--- config.mk ---
export PLATFORM = sky130hd
export DESIGN_NAME = uart_gpio_responder_flat
export DESIGN_NICKNAME = d
export VERILOG_FILES = /design/src/rtl/uart_gpio_responder_if.sv /design/src/rtl/uart_gpio_responder.sv /design/src/flat_wrapper.sv
export SDC_FILE = /design/constraint.sdc
export NUM_CORES = 1
export LEC_CHECK = 0
export CORE_ASPECT_RATIO = 1.5
export CORE_MARGIN = 5
export CORE_UTILIZATION = 55
export DETAILED_ROUTE_END_ITERATION = 10
export GPL_ROUTABILITY_DRIVEN = 0
export GPL_TIMING_DRIVEN = 0
export PLACE_DENSITY = 0.73
export SETUP_SLACK_MARGIN = 0.05
export SLEW_MARGIN = 10
export SYNTH_ARGS = -nofsm -noshare
export SYNTH_HDL_FRONTEND = slang
export SYNTH_SLANG_ARGS = --single-unit
--- constraint.sdc ---
create_clock -name io_mainClk -period 3.05 [get_ports io_mainClk]
set_input_delay 0.61 -clock io_mainClk [delete_from_list [all_inputs] [get_ports io_mainClk]]
set_output_delay 0.61 -clock io_mainClk [all_outputs]
set_load 0.02 [all_outputs]
--- src/rtl/uart_gpio_responder_if.sv ---
// Serial link and GPIO pins of the UART GPIO responder.
// master = host/bench side, slave = responder.
interface uart_gpio_responder_if;
  logic       io_rxd;
  logic       io_txd;
  logic [7:0] io_sw;
  logic [7:0] io_led;
  logic       io_busy;
  logic       io_frameError;
  logic       io_overrun;

  modport master (
    output io_rxd, io_sw,
    input  io_txd, io_led, io_busy, io_frameError, io_overrun
  );

  modport slave (
    input  io_rxd, io_sw,
    output io_txd, io_led, io_busy, io_frameError, io_overrun
  );
endinterface

--- src/rtl/uart_gpio_responder.sv ---
// Purpose: 8N1 UART responder executing 'W'<data> (LED write) and 'R' (switch read) commands.
// Latency: reply start bit drives io_txd low 2 cycles after the stop-bit sample of the triggering byte.
// Backpressure: none; a byte arriving while a reply is in flight is dropped and flagged on io_overrun.
module uart_gpio_responder #(
  parameter int CLKS_PER_BIT = 868,
  parameter int TIMEOUT_CLKS = 1000000
) (
  input  logic                  io_mainClk,
  input  logic                  io_resetn,
  uart_gpio_responder_if.slave  bus
);

  localparam logic [15:0] BIT_LAST  = 16'(CLKS_PER_BIT - 1);
  localparam logic [15:0] HALF_LAST = 16'(CLKS_PER_BIT / 2 - 1);
  localparam logic [31:0] WAIT_LAST = 32'(TIMEOUT_CLKS - 1);

  typedef enum logic [1:0] {RX_IDLE, RX_START, RX_DATA, RX_STOP} rx_state_t;
  typedef enum logic [1:0] {IDLE, WDATA, RESP} cmd_state_t;

  logic        rxd_meta, rxd_sync, rxd_prev;
  logic [1:0]  prime;
  logic        armed;
  rx_state_t   rx_state, rx_nxt;
  logic        rx_tick;
  logic [15:0] rx_cnt;
  logic [2:0]  rx_bit;
  logic [7:0]  rx_sh;
  logic        rx_valid;
  logic        frame_err;

  cmd_state_t  state, nxt;
  logic [31:0] wd_cnt;
  logic [7:0]  led;
  logic        led_we;
  logic        overrun, ovr;

  logic        tx_load;
  logic [7:0]  tx_data;
  logic        tx_busy;
  logic [9:0]  tx_sh;
  logic [15:0] tx_cnt;
  logic [3:0]  tx_bit;
  logic        txd;

  // Receiver sequencing: start re-check at mid-bit, then one sample per bit period.
  always_comb begin
    rx_nxt  = rx_state;
    rx_tick = 1'b0;
    case (rx_state)
      RX_IDLE:  if (armed && rxd_prev && !rxd_sync) rx_nxt = RX_START;
      RX_START: if (rx_cnt == HALF_LAST) begin
                  rx_tick = 1'b1;
                  rx_nxt  = rxd_sync ? RX_IDLE : RX_DATA;
                end
      RX_DATA:  if (rx_cnt == BIT_LAST) begin
                  rx_tick = 1'b1;
                  if (rx_bit == 3'd7) rx_nxt = RX_STOP;
                end
      RX_STOP:  if (rx_cnt == BIT_LAST) begin
                  rx_tick = 1'b1;
                  rx_nxt  = RX_IDLE;
                end
      default:  rx_nxt = RX_IDLE;
    endcase
  end

  // prime marks when rxd_sync carries a post-reset line sample, so a line held
  // low through reset never arms the start detector.
  always_ff @(posedge io_mainClk) begin
    if (!io_resetn) begin
      rxd_meta  <= 1'b1;
      rxd_sync  <= 1'b1;
      rxd_prev  <= 1'b1;
      prime     <= 2'b00;
      armed     <= 1'b0;
      rx_state  <= RX_IDLE;
      rx_cnt    <= '0;
      rx_bit    <= '0;
      rx_sh     <= '0;
      rx_valid  <= 1'b0;
      frame_err <= 1'b0;
    end else begin
      rxd_meta  <= bus.io_rxd;
      rxd_sync  <= rxd_meta;
      rxd_prev  <= rxd_sync;
      prime     <= {prime[0], 1'b1};
      armed     <= armed | (prime[1] & rxd_sync);
      rx_state  <= rx_nxt;
      rx_valid  <= 1'b0;
      frame_err <= 1'b0;
      if (rx_tick || rx_state == RX_IDLE) rx_cnt <= '0;
      else                                rx_cnt <= rx_cnt + 16'd1;
      if (rx_state == RX_IDLE) rx_bit <= '0;
      if (rx_tick && rx_state == RX_DATA) begin
        rx_sh  <= {rxd_sync, rx_sh[7:1]};
        rx_bit <= rx_bit + 3'd1;
      end
      if (rx_tick && rx_state == RX_STOP) begin
        rx_valid  <= rxd_sync;
        frame_err <= !rxd_sync;
      end
    end
  end

  always_comb begin
    nxt     = state;
    tx_load = 1'b0;
    tx_data = 8'h00;
    led_we  = 1'b0;
    ovr     = 1'b0;
    if (frame_err) begin
      nxt = IDLE;
    end else begin
      case (state)
        IDLE: if (rx_valid) begin
                if (rx_sh == 8'h57) begin
                  nxt = WDATA;
                end else begin
                  tx_load = 1'b1;
                  tx_data = (rx_sh == 8'h52) ? bus.io_sw : 8'h3F;
                  nxt     = RESP;
                end
              end
        WDATA: if (rx_valid) begin
                 led_we  = 1'b1;
                 tx_load = 1'b1;
                 tx_data = 8'h4B;
                 nxt     = RESP;
               end else if (wd_cnt == WAIT_LAST) begin
                 nxt = IDLE;
               end
        RESP: begin
                ovr = rx_valid;
                if (!tx_busy) nxt = IDLE;
              end
        default: nxt = IDLE;
      endcase
    end
  end

  always_ff @(posedge io_mainClk) begin
    if (!io_resetn) begin
      state   <= IDLE;
      wd_cnt  <= '0;
      led     <= '0;
      overrun <= 1'b0;
    end else begin
      state   <= nxt;
      wd_cnt  <= (state == WDATA) ? wd_cnt + 32'd1 : 32'd0;
      overrun <= ovr;
      if (led_we) led <= rx_sh;
    end
  end

  // A load while a frame is still shifting out is ignored so the line is never corrupted.
  always_ff @(posedge io_mainClk) begin
    if (!io_resetn) begin
      tx_busy <= 1'b0;
      tx_sh   <= '1;
      tx_cnt  <= '0;
      tx_bit  <= '0;
      txd     <= 1'b1;
    end else if (!tx_busy) begin
      if (tx_load) begin
        tx_busy <= 1'b1;
        tx_sh   <= {1'b1, tx_data, 1'b0};
        txd     <= 1'b0;
        tx_cnt  <= '0;
        tx_bit  <= '0;
      end
    end else if (tx_cnt == BIT_LAST) begin
      tx_cnt <= '0;
      if (tx_bit == 4'd9) begin
        tx_busy <= 1'b0;
        txd     <= 1'b1;
      end else begin
        tx_bit <= tx_bit + 4'd1;
        tx_sh  <= {1'b1, tx_sh[9:1]};
        txd    <= tx_sh[1];
      end
    end else begin
      tx_cnt <= tx_cnt + 16'd1;
    end
  end

  assign bus.io_txd        = txd;
  assign bus.io_led        = led;
  assign bus.io_busy       = (state != IDLE);
  assign bus.io_frameError = frame_err;
  assign bus.io_overrun    = overrun;

endmodule

--- src/flat_wrapper.sv ---
// flat-port wrapper written by rule: the top's interface ports become plain ports
module uart_gpio_responder_flat 
#(
  parameter int CLKS_PER_BIT = 868,
  parameter int TIMEOUT_CLKS = 1000000
)
  (io_mainClk, io_resetn, bus_io_rxd, bus_io_sw, bus_io_txd, bus_io_led, bus_io_busy, bus_io_frameError, bus_io_overrun);
  uart_gpio_responder_if bus_i ();
  input  logic io_mainClk;
  input  logic io_resetn;
  input wire logic [$bits(bus_i.io_rxd)-1:0] bus_io_rxd;
  input wire logic [$bits(bus_i.io_sw)-1:0] bus_io_sw;
  output wire logic [$bits(bus_i.io_txd)-1:0] bus_io_txd;
  output wire logic [$bits(bus_i.io_led)-1:0] bus_io_led;
  output wire logic [$bits(bus_i.io_busy)-1:0] bus_io_busy;
  output wire logic [$bits(bus_i.io_frameError)-1:0] bus_io_frameError;
  output wire logic [$bits(bus_i.io_overrun)-1:0] bus_io_overrun;
  assign bus_i.io_rxd = bus_io_rxd;
  assign bus_i.io_sw = bus_io_sw;
  assign bus_io_txd = bus_i.io_txd;
  assign bus_io_led = bus_i.io_led;
  assign bus_io_busy = bus_i.io_busy;
  assign bus_io_frameError = bus_i.io_frameError;
  assign bus_io_overrun = bus_i.io_overrun;
  uart_gpio_responder #(.CLKS_PER_BIT(CLKS_PER_BIT), .TIMEOUT_CLKS(TIMEOUT_CLKS)) u_core (.io_mainClk(io_mainClk), .io_resetn(io_resetn), .bus(bus_i));
endmodule
==> impl_results.md, run 1 <==
* Outcome: completed
* Crit Path Class: reg -> out
* Worst hold stages at 1
* F_max at 411 MHz
* Placed insts at 772
* Worst path max stage delay at 0.59 ns
* Clk sinks at 110
* Cell count after synthesis at 635
* Critical path endpoint category: output pin
* Reg2Reg Depth at 7
* Startpoint Class: flop
* Synth warnings at 0
* ANT nets after route at 0
* Met3 Use GR at 3.43%
* Clock power frac at 44.3%
* CP Data Arrival Time at 1.83 ns
* GRT Residual Overflow at 0
* Tmin final at 2.44 ns
* Worst skew pair latency at 0.35 ns
* Lkg Pwr at 1.97 nW
* Initial Util at 55.9%
* H-Tree Depth at 3
* Row count at 44
* Initial antenna violation count at 0
* Met1 global-route usage at 24.7%
* Proportion of synthesized area in mux cells at 1.86%
* WL final at 13,100 µm
* Post-Synth Simple-Gate Area at 30.8%
* Final period utilization at 79.8%
* Synthesized cell area at 0.00539 mm²
* CORE AREA at 0.00963 mm²
* Antenna diodes at 0
* Post-Layout Cell Count at 788
* Grt met2 use at 39.7%
* Nets at 687
* Unrepaired setup endpoints after global routing: no
* Buf+Inv Stages, Crit Path at 2
* Root Buffer Master: clkbuf_16
* First-pass GRT wire length at 22,000 µm
* Combinational share of power at 2.9%
* Die H at 131 µm
* TritonCTS clock tree: built
* Die W at 90.8 µm
* DR WL/cell at 16.6 µm
* Int Pwr at 2.16 mW
* Mean post-synth cell area at 8.48 µm²
* Slowest CP cell: clkdlybuf4s50_1
* Largest net degree at the start of global routing at 18
* Setup slack, reg-to-reg at 0.70 ns
* Post-Synth Adder-Cell Area at 1.86%
* Top cells by count, synth: dfxtp_1 (110), nand2_1 (52), nand3_1 (44), a21oi_1 (43), nor2_1 (31)
* Setup WS pre-CTS at 0.317 ns
* Hold Crit Class: reg -> reg
* Port buffer count at 22
* Total power at 2.74 mW
* Sw Pwr at 583 µW
* Syn_nets at 654
* Top-count cell post-synth: dfxtp_1
* Synth Area in XOR/XNOR at 4.39%
* Worst slack on hold paths at 0.417 ns
* Crit path to: bus_io_busy
* DRC viols at 0
* Clk slew on worst S/H paths at 0.07 ns
* Fin. Hold Viols at 0
* Pwr dens at 452 mW/mm²
* Clk_skew at 0.00731 ns
* Layer with the highest usage: met2
* MaxCap Viol Count at 0
* TritonCTS Buffers at 9
* 1st-iter DRT viols at 223
* Async S/R FF share, synth at 0%
* # resized after CTS at 0
* Layout cell share with drive strength beyond 1 at 6.24%
* Die area at 0.0119 mm²
* Number of global-route vias before repair at 4,744
* Sw Share at 21.3%
* Area contributors post-synth: dfxtp_1 (41%), nand3_1 (4.1%), a21oi_1 (4.0%)
* Worst Tran Pin Value at 0.760 ns
* Worst rel slew slack at 49.0%
* Via count at 4,939
* Hold-fix buffers, CTS at 0
* Pre-antenna DRT Iters at 4
* Final HPWL DP at 9420 µm
* CP Cell Sequence: clkbuf_1 > or2_2 > clkdlybuf4s50_1
* Largest family of logic cells by synthesized area: simple AND/OR/NAND/NOR gates
* Most common flop cell mapped by yosys: dfxtp_1
* Sequential Power Share at 52.8%
* P&R area growth vs syn at 12.5%
* Total GRT Usage at 21.5%
* Number of synthesized flops with an enable pin at 0
* Total negative slack at 0 ns
* Worst reg2reg endpoint: u_core.tx_bit[2]$_SDFFE_PN0P_
* Crit path launch: u_core.state[0]$_SDFFE_PP0P_
* IO Pins at 23
* Crit path depth at 3
* Worst r2r src: u_core.tx_cnt[0]$_SDFFE_PN0P_
* Synth top area share at 40.9%
* Synth Area in Compound Gates at 15.6%
* Worst VDD drop at 0.000368 V
* Slew Viols, Final at 0
* Yosys top cell by area: dfxtp_1
* Post-DR vias/cell at 6.27
* Seq cells post-synth at 110
* Critical Path Fanout Max at 10
* Post-CTS setup buffer count at 0
* PnR worst setup slack at 0.615 ns
* CP required at 2.44 ns
* Setup violators final at 0
* Distinct cells, synth at 65
* Longest Clk Path Bufs at 2
* Delay-heaviest family, CP: buffers and inverters
* Sequential share of the synthesized area at 40.9%
## flip-flops by register name, indices dropped and copies added, names as in the netlist, 2 cells and up, named ones only
| name | cells |
|---|---|
| u_core.wd_cnt | 32 |
| u_core.rx_cnt | 16 |
| u_core.tx_cnt | 16 |
| u_core.bus.io_led | 8 |
| u_core.rx_sh | 8 |
| u_core.tx_sh | 8 |
| u_core.tx_bit | 4 |
| u_core.rx_bit | 3 |
| u_core.prime | 2 |
| u_core.state | 2 |
## logic make-up after synthesis
family,count (synthesis)
and+or+nand+nor,291
AOI/OAI and AO/OA,130
DFF,110
buffers and inverters,59
xor gates and xnor gates,27
muxes,10
adders and majority gates,8
## power groups by stage
stage          clock network [mW]  logic, mW  registers, mW
2_1_floorplan                   0     0.0489           1.48
3_3_place_gp                    0     0.0770           1.48
3_5_place_dp                    0     0.0791           1.48
4_1_cts                      1.23     0.0793           1.45
5_1_grt                      1.29     0.0890           1.45
6_report                     1.21     0.0791           1.45
## per-stage QoR
step | instance area [µm²] | util [%]
3_3_place_gp | 5750 | 59.7
6_report | 6060 | 62.9
4_1_cts | 6060 | 62.9
2_1_floorplan | 5390 | -
3_5_place_dp | 5750 | 59.7
5_1_grt | 6060 | 62.9
## cells in the final DEF (no fill, tap or decap), types with 3 or more instances in the layout
cell type / instances
a211oi_1: 3
nand2b_1: 6
inv_1: 16
nor2_1: 31
and2_1: 5
nand2_1: 52
buf_2: 9
clkdlybuf4s50_1: 22
nor2b_1: 4
a2bb2oi_1: 4
a32oi_1: 6
o21ai_0: 27
or3_1: 9
a21oi_1: 43
nand4_1: 29
and3_1: 9
or4_1: 18
xnor2_1: 15
o211ai_1: 6
a221oi_1: 3
o31ai_1: 10
nor3_1: 29
xor2_1: 12
o22ai_1: 4
dfxtp_1: 110
a22o_1: 4
nor4_1: 15
a31oi_1: 5
mux2i_1: 10
nor4bb_1: 4
and4_1: 13
nand3b_1: 3
buf_1: 3
clkbuf_16: 9
clkbuf_1: 28
ha_1: 8
nand3_1: 44
## metal layers
layer | wire [µm] | vias to the layer above
met2 | 7070 | 108
met3 | 471 | 16
met5 | 0 | -
met4 | 208 | 0
li1 | - | 2446
met1 | 5360 | 2369
## worst min path at each step
| stage | start | to |
|---|---|---|
| after floorplan | u_core.rxd_meta$_SDFF_PN1_ | u_core.rxd_sync$_SDFF_PN1_ |
| after global placement | u_core.rxd_meta$_SDFF_PN1_ | u_core.rxd_sync$_SDFF_PN1_ |
| after detailed placement | u_core.rxd_meta$_SDFF_PN1_ | u_core.rxd_sync$_SDFF_PN1_ |
| after CTS | u_core.rxd_meta$_SDFF_PN1_ | u_core.rxd_sync$_SDFF_PN1_ |
| after global routing | u_core.rxd_meta$_SDFF_PN1_ | u_core.rxd_sync$_SDFF_PN1_ |
| final | u_core.rxd_meta$_SDFF_PN1_ | u_core.rxd_sync$_SDFF_PN1_ |
## layout make-up
type	instances	area, µm²
sequential	110	2200
fill	858	3570
timing repair buffer	22	220
clock buffer	11	253
clock inverter	5	56.3
inverter	16	60.1
tap	115	144
multi-input combinational	466	2940
buffer	43	188
Note: power is estimated with default switching activity, not from simulation.
==> inputs of run 2 (changes only) <==
--- a/config.mk
+++ b/config.mk
@@ -11,7 +11,7 @@
 export DETAILED_ROUTE_END_ITERATION = 10
 export GPL_ROUTABILITY_DRIVEN = 0
 export GPL_TIMING_DRIVEN = 0
-export PLACE_DENSITY = 0.73
+export PLACE_DENSITY = 0.76
 export SETUP_SLACK_MARGIN = 0.05
 export SLEW_MARGIN = 10
 export SYNTH_ARGS = -nofsm -noshare
==> constraint.sdc (replaced) <==
create_clock -name io_mainClk -period 2.1 [get_ports io_mainClk]
set_input_delay 0.42 -clock io_mainClk [delete_from_list [all_inputs] [get_ports io_mainClk]]
set_output_delay 0.42 -clock io_mainClk [all_outputs]
set_load 0.02 [all_outputs]
==> impl_results.md, run 2 (same netlist as run 1, synthesis figures left out) <==
* Setup violators final at 0
* CP Data Arrival Time at 2.22 ns
* Clk_skew at 0.0123 ns
* First-pass GRT wire length at 21,900 µm
* Top flop regs: u_core.wd_cnt (32), u_core.rx_cnt (16), u_core.tx_cnt (16)
* PnR worst setup slack at 0.114 ns
* Crit Path Class: in -> reg
* Outcome: completed
* Hold-fix buffers, CTS at 0
* DRC viols at 0
* 1st-iter DRT viols at 329
* Longest Clk Path Bufs at 2
* Lkg Pwr at 2.03 nW
* Setup WS pre-CTS at -0.396 ns
* IO Pins at 23
* Layout cell share with drive strength beyond 1 at 9.19%
* Initial Util at 55.9%
* Clk sinks at 110
* Via count at 4,971
* Initial antenna violation count at 0
* MaxCap Viol Count at 0
* Met1 global-route usage at 24.7%
* ANT nets after route at 0
* Top reg by flops: u_core.wd_cnt
* Max reg flops at 32
* Final HPWL DP at 9220 µm
* Worst Tran Pin Value at 0.578 ns
* Total power at 4.06 mW
* Reg2Reg Depth at 6
* Antenna diodes at 0
* Worst-case hold path end point: u_core.rxd_sync$_SDFF_PN1_
* Critical path endpoint category: flop
* CP Cell Sequence: clkdlybuf4s50_1 > inv_1 > clkbuf_1 > nor2_1 > and4_1 > a221o_1
* Port buffer count at 22
* Slowest CP cell: clkdlybuf4s50_1
* Worst r2r src: u_core.wd_cnt[16]$_SDFF_PN0_
* Pre-antenna DRT Iters at 5
* F_max at 504 MHz
* H-Tree Depth at 3
* Die area at 0.0119 mm²
* CP required at 2.34 ns
* Startpoint Class: input pin
* Pwr dens at 658 mW/mm²
* Row count at 44
* Worst reg2reg endpoint: u_core.wd_cnt[26]$_SDFF_PN0_
* Worst skew pair latency at 0.35 ns
* Clk slew on worst S/H paths at 0.07 ns
* Final period utilization at 94.6%
* Slew Viols, Final at 0
* Buf+Inv Stages, Crit Path at 3
* Fill count at 804
* Delay-heaviest family, CP: buffers and inverters
* Hold Crit Class: reg -> reg
* Fin. Hold Viols at 0
* TritonCTS clock tree: built
* Worst rel slew slack at 61.4%
* Highest-count cells in the layout ignoring fill and taps: dfxtp_1 (108), nand2_1 (52), nand3_1 (44)
* TritonCTS Buffers at 9
* WL final at 13,000 µm
* Layer with the highest usage: met2
* Nets at 689
* Post-DR vias/cell at 6.29
* Die W at 90.8 µm
* Worst path max stage delay at 0.48 ns
* Unrepaired setup endpoints after global routing: yes
* DR WL/cell at 16.5 µm
* Commonest non-fill, non-tap cell in the layout: dfxtp_1
* Number of global-route vias before repair at 4,747
* Worst hold path startpoint: u_core.rxd_meta$_SDFF_PN1_
* Tmin final at 1.99 ns
* Critical Path Fanout Max at 10
* CORE AREA at 0.00963 mm²
* Cell area after layout at 0.00617 mm²
* Root Buffer Master: clkbuf_16
* Setup slack, reg-to-reg at 0.16 ns
* Worst hold stages at 1
* Largest net degree at the start of global routing at 18
* Worst VDD drop at 0.000551 V
* Die H at 131 µm
* Met3 Use GR at 3.49%
* Total GRT Usage at 21.5%
* GRT Residual Overflow at 0
* P&R area growth vs syn at 14.5%
* DP Area at 0.00575 mm²
* Grt met2 use at 38.8%
-- run 2: cell count changes in the layout (fill, tap and decap cells not counted), moves of 2 or more --
cell / change
dfxtp_2: +2
clkbuf_2: +4
nor4_2: +2
nor4_1: -2
buf_4: +6
dfxtp_1: -2
buf_2: +2
clkbuf_1: -8
buf_1: -2
-- run 2: repair_timing --
action,4_1_cts,5_1_grt
gates resized for setup,9,13
gates cloned,0,0
pin swaps,1,6
setup buffers,1,5
setup endpoints to repair,49,73
-- run 2: how the worst max path moves through the flow --
stage	slack, ns	start	depth (start not counted)	endpoint
floorplan	0.34	u_core.bus.io_frameError$_SDFF_PN0_	5	u_core.tx_cnt[11]$_SDFFE_PN0P_
global placement	-0.39	io_resetn	6	u_core.wd_cnt[3]$_SDFF_PN0_
detailed placement	-0.40	io_resetn	6	u_core.wd_cnt[3]$_SDFF_PN0_
CTS	0.06	io_resetn	6	u_core.wd_cnt[19]$_SDFF_PN0_
global route	0.02	u_core.wd_cnt[2]$_SDFF_PN0_	7	u_core.wd_cnt[15]$_SDFF_PN0_
finish	0.11	io_resetn	6	u_core.tx_cnt[11]$_SDFFE_PN0P_
-- run 2: cell type report --
class | instances | area, µm² | share of cell area [%]
Sequential cell | 110 | 2200 | 35.7
Clock inverter | 5 | 81.3 | 1.32
Timing Repair Buffer | 28 | 264 | 4.28
Multi-Input combinational cell | 466 | 2990 | 48.4
Buffer | 39 | 184 | 2.98
Clock buffer | 11 | 243 | 3.93
Inverter | 16 | 60.1 | 0.973
Tap cell | 115 | 144 | 2.33
-- run 2: where the power goes --
part / switching (mW) / total [mW] / internal (mW)
Clock: 0.762 / 1.84 / 1.08
Sequential: 0.00754 / 2.10 / 2.09
Combinational: 0.0692 / 0.118 / 0.0486
-- run 2: layer usage --
layer | routed length [µm] | up-vias | part of all wire [%]
met5 | 0 | - | 0
met3 | 416 | 25 | 3.2
met2 | 6910 | 105 | 53
met1 | 5420 | 2397 | 42
li1 | - | 2444 | -
met4 | 291 | 0 | 2.2
-- run 2: metrics by stage --
step | cells | hold slack (ns) | utilization [%] | TNS [ns]
after detailed placement | 772 | 0.409 | 59.7 | -14.32
after CTS | 788 | 0.417 | 63.3 | 0
after floorplan | 635 | 0.386 | - | 0
after global placement | 772 | 0.397 | 59.7 | -14.43
final | 790 | 0.413 | 64.0 | 0
after global routing | 790 | 0.455 | 64.0 | 0
